**src/rtl/stepper_ctrl_gen2.sv**
```systemverilog
// Stepper-motor controller: key pulses set run/dir/speed/mode; a divider times each step
// and the 4-phase coil pattern, step tick and signed position follow from it.
module stepper_ctrl_gen2 #(
    parameter int SPEED_W    = 4,
    parameter int SPEED_MIN  = 1,
    parameter int SPEED_MAX  = 15,
    parameter int SPEED_INIT = 5,
    parameter int BASE_DIV   = 50000,
    parameter int POS_W      = 16
) (
    input  logic               clk,
    input  logic               rstn,
    input  logic               keystart,
    input  logic               keydirect,
    input  logic               keyacce,
    input  logic               keydece,
    input  logic               keymode,
    output logic               startstopsig,
    output logic               directsig,
    output logic [SPEED_W-1:0] speeddata,
    output logic               halfstep,
    output logic               step_tick,
    output logic [3:0]         coil,
    output logic [POS_W-1:0]   position,
    output logic [1:0]         ledstatus
);

    localparam int P_MAX = BASE_DIV * (SPEED_MAX + 1 - SPEED_MIN);
    localparam int DIV_W = (P_MAX > 1) ? $clog2(P_MAX) : 1;
    localparam logic [DIV_W-1:0]   DIV_ONE   = {{(DIV_W-1){1'b0}}, 1'b1};
    localparam logic [POS_W-1:0]   POS_ONE   = {{(POS_W-1){1'b0}}, 1'b1};
    localparam logic [SPEED_W-1:0] SPEED_ONE = {{(SPEED_W-1){1'b0}}, 1'b1};

    logic [DIV_W-1:0]   r_div;
    logic [2:0]         r_idx;
    logic               r_run;
    logic               r_dir;
    logic               r_half;
    logic               r_tick;
    logic [SPEED_W-1:0] r_speed;
    logic [POS_W-1:0]   r_pos;

    logic [31:0] w_period_m1;
    logic        w_hit;
    logic        w_k_start, w_k_dir, w_k_mode, w_k_acce, w_k_dece;
    logic [2:0]  w_inc;
    logic [2:0]  w_next_idx;
    logic [3:0]  w_phase;

    // Compare uses the live speed, so a speed-up past the current count fires on the next edge.
    assign w_period_m1 = 32'(BASE_DIV) * (32'(SPEED_MAX + 1) - 32'(r_speed)) - 32'd1;
    assign w_hit       = r_run && (32'(r_div) >= w_period_m1);

    assign w_k_start = keystart;
    assign w_k_dir   = keydirect & ~keystart;
    assign w_k_mode  = keymode & ~keystart & ~keydirect;
    assign w_k_acce  = keyacce & ~keystart & ~keydirect & ~keymode;
    assign w_k_dece  = keydece & ~keystart & ~keydirect & ~keymode & ~keyacce;

    assign w_inc      = r_half ? 3'd1 : 3'd2;
    assign w_next_idx = r_dir ? (r_idx - w_inc) : (r_idx + w_inc);

    always_comb begin
        w_phase = 4'b0000;
        case (r_idx)
            3'd0: w_phase = 4'b0001;
            3'd1: w_phase = 4'b0011;
            3'd2: w_phase = 4'b0010;
            3'd3: w_phase = 4'b0110;
            3'd4: w_phase = 4'b0100;
            3'd5: w_phase = 4'b1100;
            3'd6: w_phase = 4'b1000;
            3'd7: w_phase = 4'b1001;
            default: w_phase = 4'b0000;
        endcase
    end

    always_ff @(posedge clk or negedge rstn) begin
        if (!rstn) begin
            r_div   <= '0;
            r_idx   <= 3'd1;
            r_run   <= 1'b0;
            r_dir   <= 1'b0;
            r_half  <= 1'b0;
            r_tick  <= 1'b0;
            r_speed <= SPEED_W'(SPEED_INIT);
            r_pos   <= '0;
        end else begin
            r_tick <= w_hit;
            if (w_hit) begin
                r_idx <= w_next_idx;
                r_pos <= r_dir ? (r_pos - POS_ONE) : (r_pos + POS_ONE);
            end

            if (w_k_start)
                r_run <= ~r_run;

            if (w_k_start || !r_run)
                r_div <= '0;
            else if (w_hit)
                r_div <= '0;
            else
                r_div <= r_div + DIV_ONE;

            if (w_k_dir)
                r_dir <= ~r_dir;

            // Mode change only while stopped, so it never collides with an index step.
            if (w_k_mode && !r_run) begin
                r_half <= ~r_half;
                if (r_half)
                    r_idx <= r_idx | 3'b001;
            end

            if (w_k_acce && (r_speed < SPEED_W'(SPEED_MAX)))
                r_speed <= r_speed + SPEED_ONE;
            if (w_k_dece && (r_speed > SPEED_W'(SPEED_MIN)))
                r_speed <= r_speed - SPEED_ONE;
        end
    end

    assign startstopsig = r_run;
    assign directsig    = r_dir;
    assign speeddata    = r_speed;
    assign halfstep     = r_half;
    assign step_tick    = r_tick;
    assign coil         = r_run ? w_phase : 4'b0000;
    assign position     = r_pos;
    assign ledstatus    = {r_run, r_dir};

endmodule

```
**config.mk**
```make
export PLATFORM = sky130hd
export DESIGN_NAME = stepper_ctrl_gen2
export DESIGN_NICKNAME = d
export VERILOG_FILES = /design/src/rtl/stepper_ctrl_gen2.sv
export SDC_FILE = /design/constraint.sdc
export NUM_CORES = 1
export LEC_CHECK = 0
export BUFFER_PORTS_ARGS = -buffer_cell sky130_fd_sc_hd__clkbuf_2
export CORE_ASPECT_RATIO = 1.25
export CORE_UTILIZATION = 40
export CTS_CLUSTER_SIZE = 10
export DETAILED_ROUTE_END_ITERATION = 10
export GPL_TIMING_DRIVEN = 0
export PLACE_DENSITY_LB_ADDON = 0.12
export SKIP_LAST_GASP = 1
export SYNTH_ARGS = -nofsm -noshare
export SYNTH_HDL_FRONTEND = slang
export SYNTH_SLANG_ARGS = --single-unit
```
**constraint.sdc**
```tcl
create_clock -name clk -period 6.2 [get_ports clk]
set_clock_uncertainty 0.2 [all_clocks]
set_input_delay 0 -clock clk [delete_from_list [all_inputs] [get_ports clk]]
set_output_delay 0 -clock clk [all_outputs]
set_load 0.01 [all_outputs]
```
* Yosys cells after proc, flatten, opt, wreduce, memory -nomap -nowiden
Memories as Yosys holds them, arrays and structs flattened.
Index checks and enable logic that the tools add are counted.
** Cells by class
- Add/sub/neg operators :: 9
- $mul :: 1
- $lt $le $gt $ge :: 3
- Equal/unequal tests :: 1
- Multiplexer cells :: 11
- Bitwise operators :: 17
- Reductions and logical operators :: 7
** Operator list (count)
- $mux 20 :: 2
- $ge 20x32->1 :: 1
- $mul 12x32->28 const A :: 1
- $sub 32x1->32 const B :: 1
- $add 20x1->20 const B :: 1
- $add 16x1->16 const B :: 1
- $mux 16 :: 1
- $sub 16x1->16 const B :: 1
- $mux 3 :: 4
- $mux 4 :: 3
- $and 1x1->1 :: 10
- $not 1->1 :: 7
- $sub 5x4->6 const A :: 1
- $add 4x1->4 const B :: 1
- $gt 4x1->1 const B :: 1
- $logic_and 1x1->1 :: 4
- $lt 4x4->1 const B :: 1
- $sub 4x1->4 const B :: 1
- $add 3x2->3 :: 1
- $sub 3x2->3 :: 1
- $mux 2 :: 1
- $ne 2x2->1 const B :: 1
- $reduce_bool 2->1 :: 1
- $logic_not 1->1 :: 1
- $logic_or 1x1->1 :: 1
** Storage, ports and cells
- Register bits :: 47
- ROM bits :: 32
- Bits of input ports :: 7
- Output and inout port bits :: 30
- Word-level logic and storage cells :: 59
- Memories kept :: 1
** Memory list
- (no name shown) :: words 8, width 4, rd ports 1, clocked after memory_dff 0, wr ports 0, RTL line 65 : case (r_idx)

* Depth between registers and ports, before layout
- Depth after elaboration :: 8
- Mapped depth :: 28
- Depth with buffers taken out :: 25

* Least setup slack after synthesis
OpenSTA, ideal clock, no wires.
- Kind :: register -> register
- Start point :: register r_speed[0] (netlist: speeddata[0])
- End point :: register r_pos[2] (netlist: position[2])
- Library setup time :: 125 ps
- Arrival time :: 6498 ps
- Required time :: 5875 ps
- Path slack :: -623 ps
- Stages on the path, launching flop included :: 28
- Path buffers :: 2
- Clock period less this slack :: 6823 ps
- Cells stage by stage :: dfstp_2 clkbuf_1 inv_1 ha_1 xnor2_1 ha_1 ha_1 ha_1 inv_1 fa_1 inv_1 ha_1 fa_1 a211oi_1 o21bai_1 a21oi_1 and3_4 nand2_1 nor2_1 a21oi_1 xor2_1 ha_1 and4_1 nand3_1 a221oi_1 o21a_4 buf_8 mux2_4
** On the way
- Longest elaborated chain between the ends :: 5
** RTL lines
- start: declaration :: RTL line 40 : logic [SPEED_W-1:0] r_speed;
- start signal: assignment :: RTL line 86 : r_speed <= SPEED_W'(SPEED_INIT);
- start signal: assignment :: RTL line 116 : r_speed <= r_speed + SPEED_ONE;
- start signal: assignment :: RTL line 118 : r_speed <= r_speed - SPEED_ONE;
- $sub 5x4->6 :: RTL line 51 : assign w_period_m1 = 32'(BASE_DIV) * (32'(SPEED_MAX + 1) - 32'(r_speed)) - 32'd1;
- $mul 12x32->28 :: RTL line 51
- $sub 32x1->32 :: RTL line 51
- $ge 20x32->1 :: RTL line 52 : assign w_hit = r_run && (32'(r_div) >= w_period_m1);
- $logic_and 1x1->1 :: RTL line 52
- end signal: assignment :: RTL line 92 : r_pos <= r_dir ? (r_pos - POS_ONE) : (r_pos + POS_ONE);
- end: declaration :: RTL line 41 : logic [POS_W-1:0] r_pos;
Every way passes these cells.
A chain may end at the register's enable or synchronous reset.

* Final worst setup path
- Start point :: register r_speed[0] (netlist: speeddata[0])
- End point :: register r_pos[6] (netlist: position[6])
Same word-level chain as after synthesis.

==> summary.txt <==
Distinct cells, synth - 64
DR WL/cell - 15.11 um
post-route cell area - 0.006082 mm2
area delta synth->final - 27.12%
clock slew at reported path FFs - 0.07 ns
Worst Setup End Kind - flop
initial antenna violation count - 0
FF+latch count, synth - 47
Post-synth EDFFs - 0
WS Path Type - flop to flop
Final ANT Viol Nets - 0
worst flop-to-flop path startpoint - speeddata[0]
first-pass GRT wire length - 18170 um
run status - complete, no violations
Final Max Slew Viols - 0
GRT busiest layer - met2
ratio of cells with drive above 1 in the final layout - 0.3103
CTS tree - yes
Final Net Count - 665
Post-synth ARST share - 1.000
gr usage total - 0.1839
Filler Cells Inserted - 1070
met3 usage - 0.02918
die height - 124.3 um
Critical Path RT - 6.18 ns
Worst-Skew Late Latency - 0.30 ns
CP cell instances - inv_4 > ha_4 > xnor2_4 > buf_4 > ha_1 > ha_1 > ha_1 > ha_1 > ha_4 > o21a_2 > a2111oi_4 > a2111oi_4 > and3_4 > buf_4 > nor2b_1 > xnor2_1 > ha_1 > and4_4 > a221oi_4 > a221oi_2 > buf_4 > o21a_4 > buf_16 > mux2_4
Crit path largest cell delay - 0.57 ns
largest net degree at the start of global routing - 48
Cells after Synth - 495
Worst Setup Start Kind - flop
site row count - 44
DRC errors left - 0
setup repair after global routing missed its margin - yes
die area - 0.01241 mm2
crit path launch - speeddata[0]
slowest cell on the critical path - dfstp_2
crit path time final - 6.054 ns
RD Place Congestion - 0.7872
Initial Util - 0.4119
I/O pin count - 37
Arrival @ worst endpoint - 6.04 ns
met2 Track Usage GR - 0.3465
slew margin rel. - 0.4528
Worst Tran Pin Value - 0.8208 ns
max-cap violation count - 0
net count after synthesis - 581
core footprint - 0.01162 mm2
final count of negative-setup-slack endpoints - 0
Hold Violations, Final - 0
fin util - 0.5236
min-delay worst type - flop to flop
Clock Sinks - 47
M1 GR Usage - 0.2121
Synth Flop Type - dfrtp_1
Vias per Instance - 5.238
gr ovfl total - 0
DRT iter0 DRCs - 97
DP Area - 0.005236 mm2
Hold Startpoint - r_div[0]
Syn Area/Cell - 9.666 um2
Num CTS Buffers - 5
Final HPWL DP - 8214 um
Reg2Reg Setup Slack - 0.15 ns
I/O Buffers - 36
Syn Std Cell Area - 0.004785 mm2
die span in x - 99.82 um
critical path peak fanout - 5
Max Clock Freq - 165.2 MHz
# H-tree levels - 2
Root Driver - clkbuf_16
total wire length - 11200 um
total number of yosys warnings - 0
clock buffer depth - 2
vias in the first global route - 3803
Tcrit/Tclk final - 0.9764
DR vias - 3881
post-synthesis sequential area ratio - 0.2466
Most common cell on crit path - ha_1
Pre-antenna DRT Iters - 7
antenna fix cells - 0
## stage by stage
| stage | setup WS (ns) | hold WS, ns | setup TNS, ns | cells |
|---|---|---|---|---|
| 2_1_floorplan | 0.03828 | -0.4956 | 0 | 495 |
| 3_3_place_gp | -0.7607 | 0.06233 | -26.81 | 692 |
| 3_5_place_dp | -0.7804 | 0.07435 | -27.49 | 692 |
| 4_1_cts | 0.001206 | 0.2934 | 0 | 726 |
| 5_1_grt | -0.06188 | 0.3005 | -1.311 | 741 |
| 6_report | 0.1460 | 0.2847 | 0 | 741 |
## path summary, 6_finish.rpt
| path | to | cells past startpoint |
|---|---|---|
| setup / recovery | position[6] | 24 |
| hold / removal | r_div[0] | 1 |
| setup reg to reg | position[6] | 24 |
| hold reg to reg | r_div[0] | 1 |
| max in group asynchronous | r_div[3] | 4 |
| min in group asynchronous | r_idx[1] | 3 |
## flip-flops by register name (all words and copies together) (netlist names), named ones only
signal / cells
startstopsig: 1
halfstep: 1
speeddata: 4
position: 16
r_idx: 2
r_div: 20
directsig: 1
step_tick: 1
## kinds of logic (layout without fill, tap and decap cells)
logic type,after synthesis,after routing,share of synthesized area
adders and majority gates,79,79,0.2144
muxes,15,15,0.04498
buffers and inverters,42,127,0.04628
AOI/OAI and AO/OA,88,88,0.1370
and+or+nand+nor,167,167,0.2063
xor gates and xnor gates,57,57,0.1043
DFF,47,47,0.2466
## placed cells by master (no fill, tap or decap), types with 8 or more instances in the layout
cell           instances
xnor2_1               36
clkbuf_2              35
inv_1                 24
a21oi_1               12
dfrtp_1               43
and3_1                 9
xor2_1                17
o211ai_1               8
nor2_1                26
nor3_1                15
nor2b_1                9
nor3_2                21
nand3_1               12
and2_1                10
dlygate4sd3_1         10
ha_4                   9
o21ai_0               12
mux2_4                13
nand2_1               23
buf_4                 31
ha_1                  63
## critical path, delay by kind of cell, from the launching register on
family / cells / cell delay (ns)
adders and majority gates: 7 / 1.91
AOI/OAI and AO/OA: 6 / 1.35
buffers and inverters: 5 / 0.65
and+or+nand+nor: 3 / 0.60
DFF: 1 / 0.57
xor gates and xnor gates: 2 / 0.34
muxes: 1 / 0.29
## metal layers
layer | share of wire | vias to the layer above
met5 | 0 | -
met4 | 0.010 | 0
met3 | 0.026 | 7
met2 | 0.55 | 45
met1 | 0.41 | 1886
li1 | - | 1943
## final cells by class
type / instances / area (um2) / area share
inverters: 29 / 111.4 / 0.01831
flip-flops and latches: 47 / 1181 / 0.1942
clock inverters: 3 / 43.79 / 0.007200
plain buffers: 11 / 126.4 / 0.02078
well taps: 161 / 201.4 / 0.03312
clock buffers: 5 / 125.1 / 0.02057
repair buffers: 79 / 593.1 / 0.09751
multi-input cells: 406 / 3700 / 0.6083
## what timing repair did
item	4_1_cts	5_1_grt
resized for setup	18	40
hold buffers	9	1
gates cloned	2	0
hold endpoints to repair	50	6
buffers inserted	16	14
pin swaps	11	22
setup endpoints to repair	40	40
## cells in the mapped netlist, types with 12 or more instances
cell type  number  area (um2)
inv_1          29       108.9
o21ai_0        15       75.07
nor2_1         28       105.1
nand3_1        14       70.07
ha_1           74       925.9
and2_1         12       75.07
a21oi_1        17       85.08
dfrtp_1        44        1101
xor2_1         18       157.7
nor3_1         18       90.09
xnor2_1        39       341.6
nor3_2         19       190.2
nand2_1        25       93.84
mux2_4         13       195.2
Power is left out: the tool's default activity adds up to more than one toggle a clock period on the data nets, which glitch-free logic cannot reach.
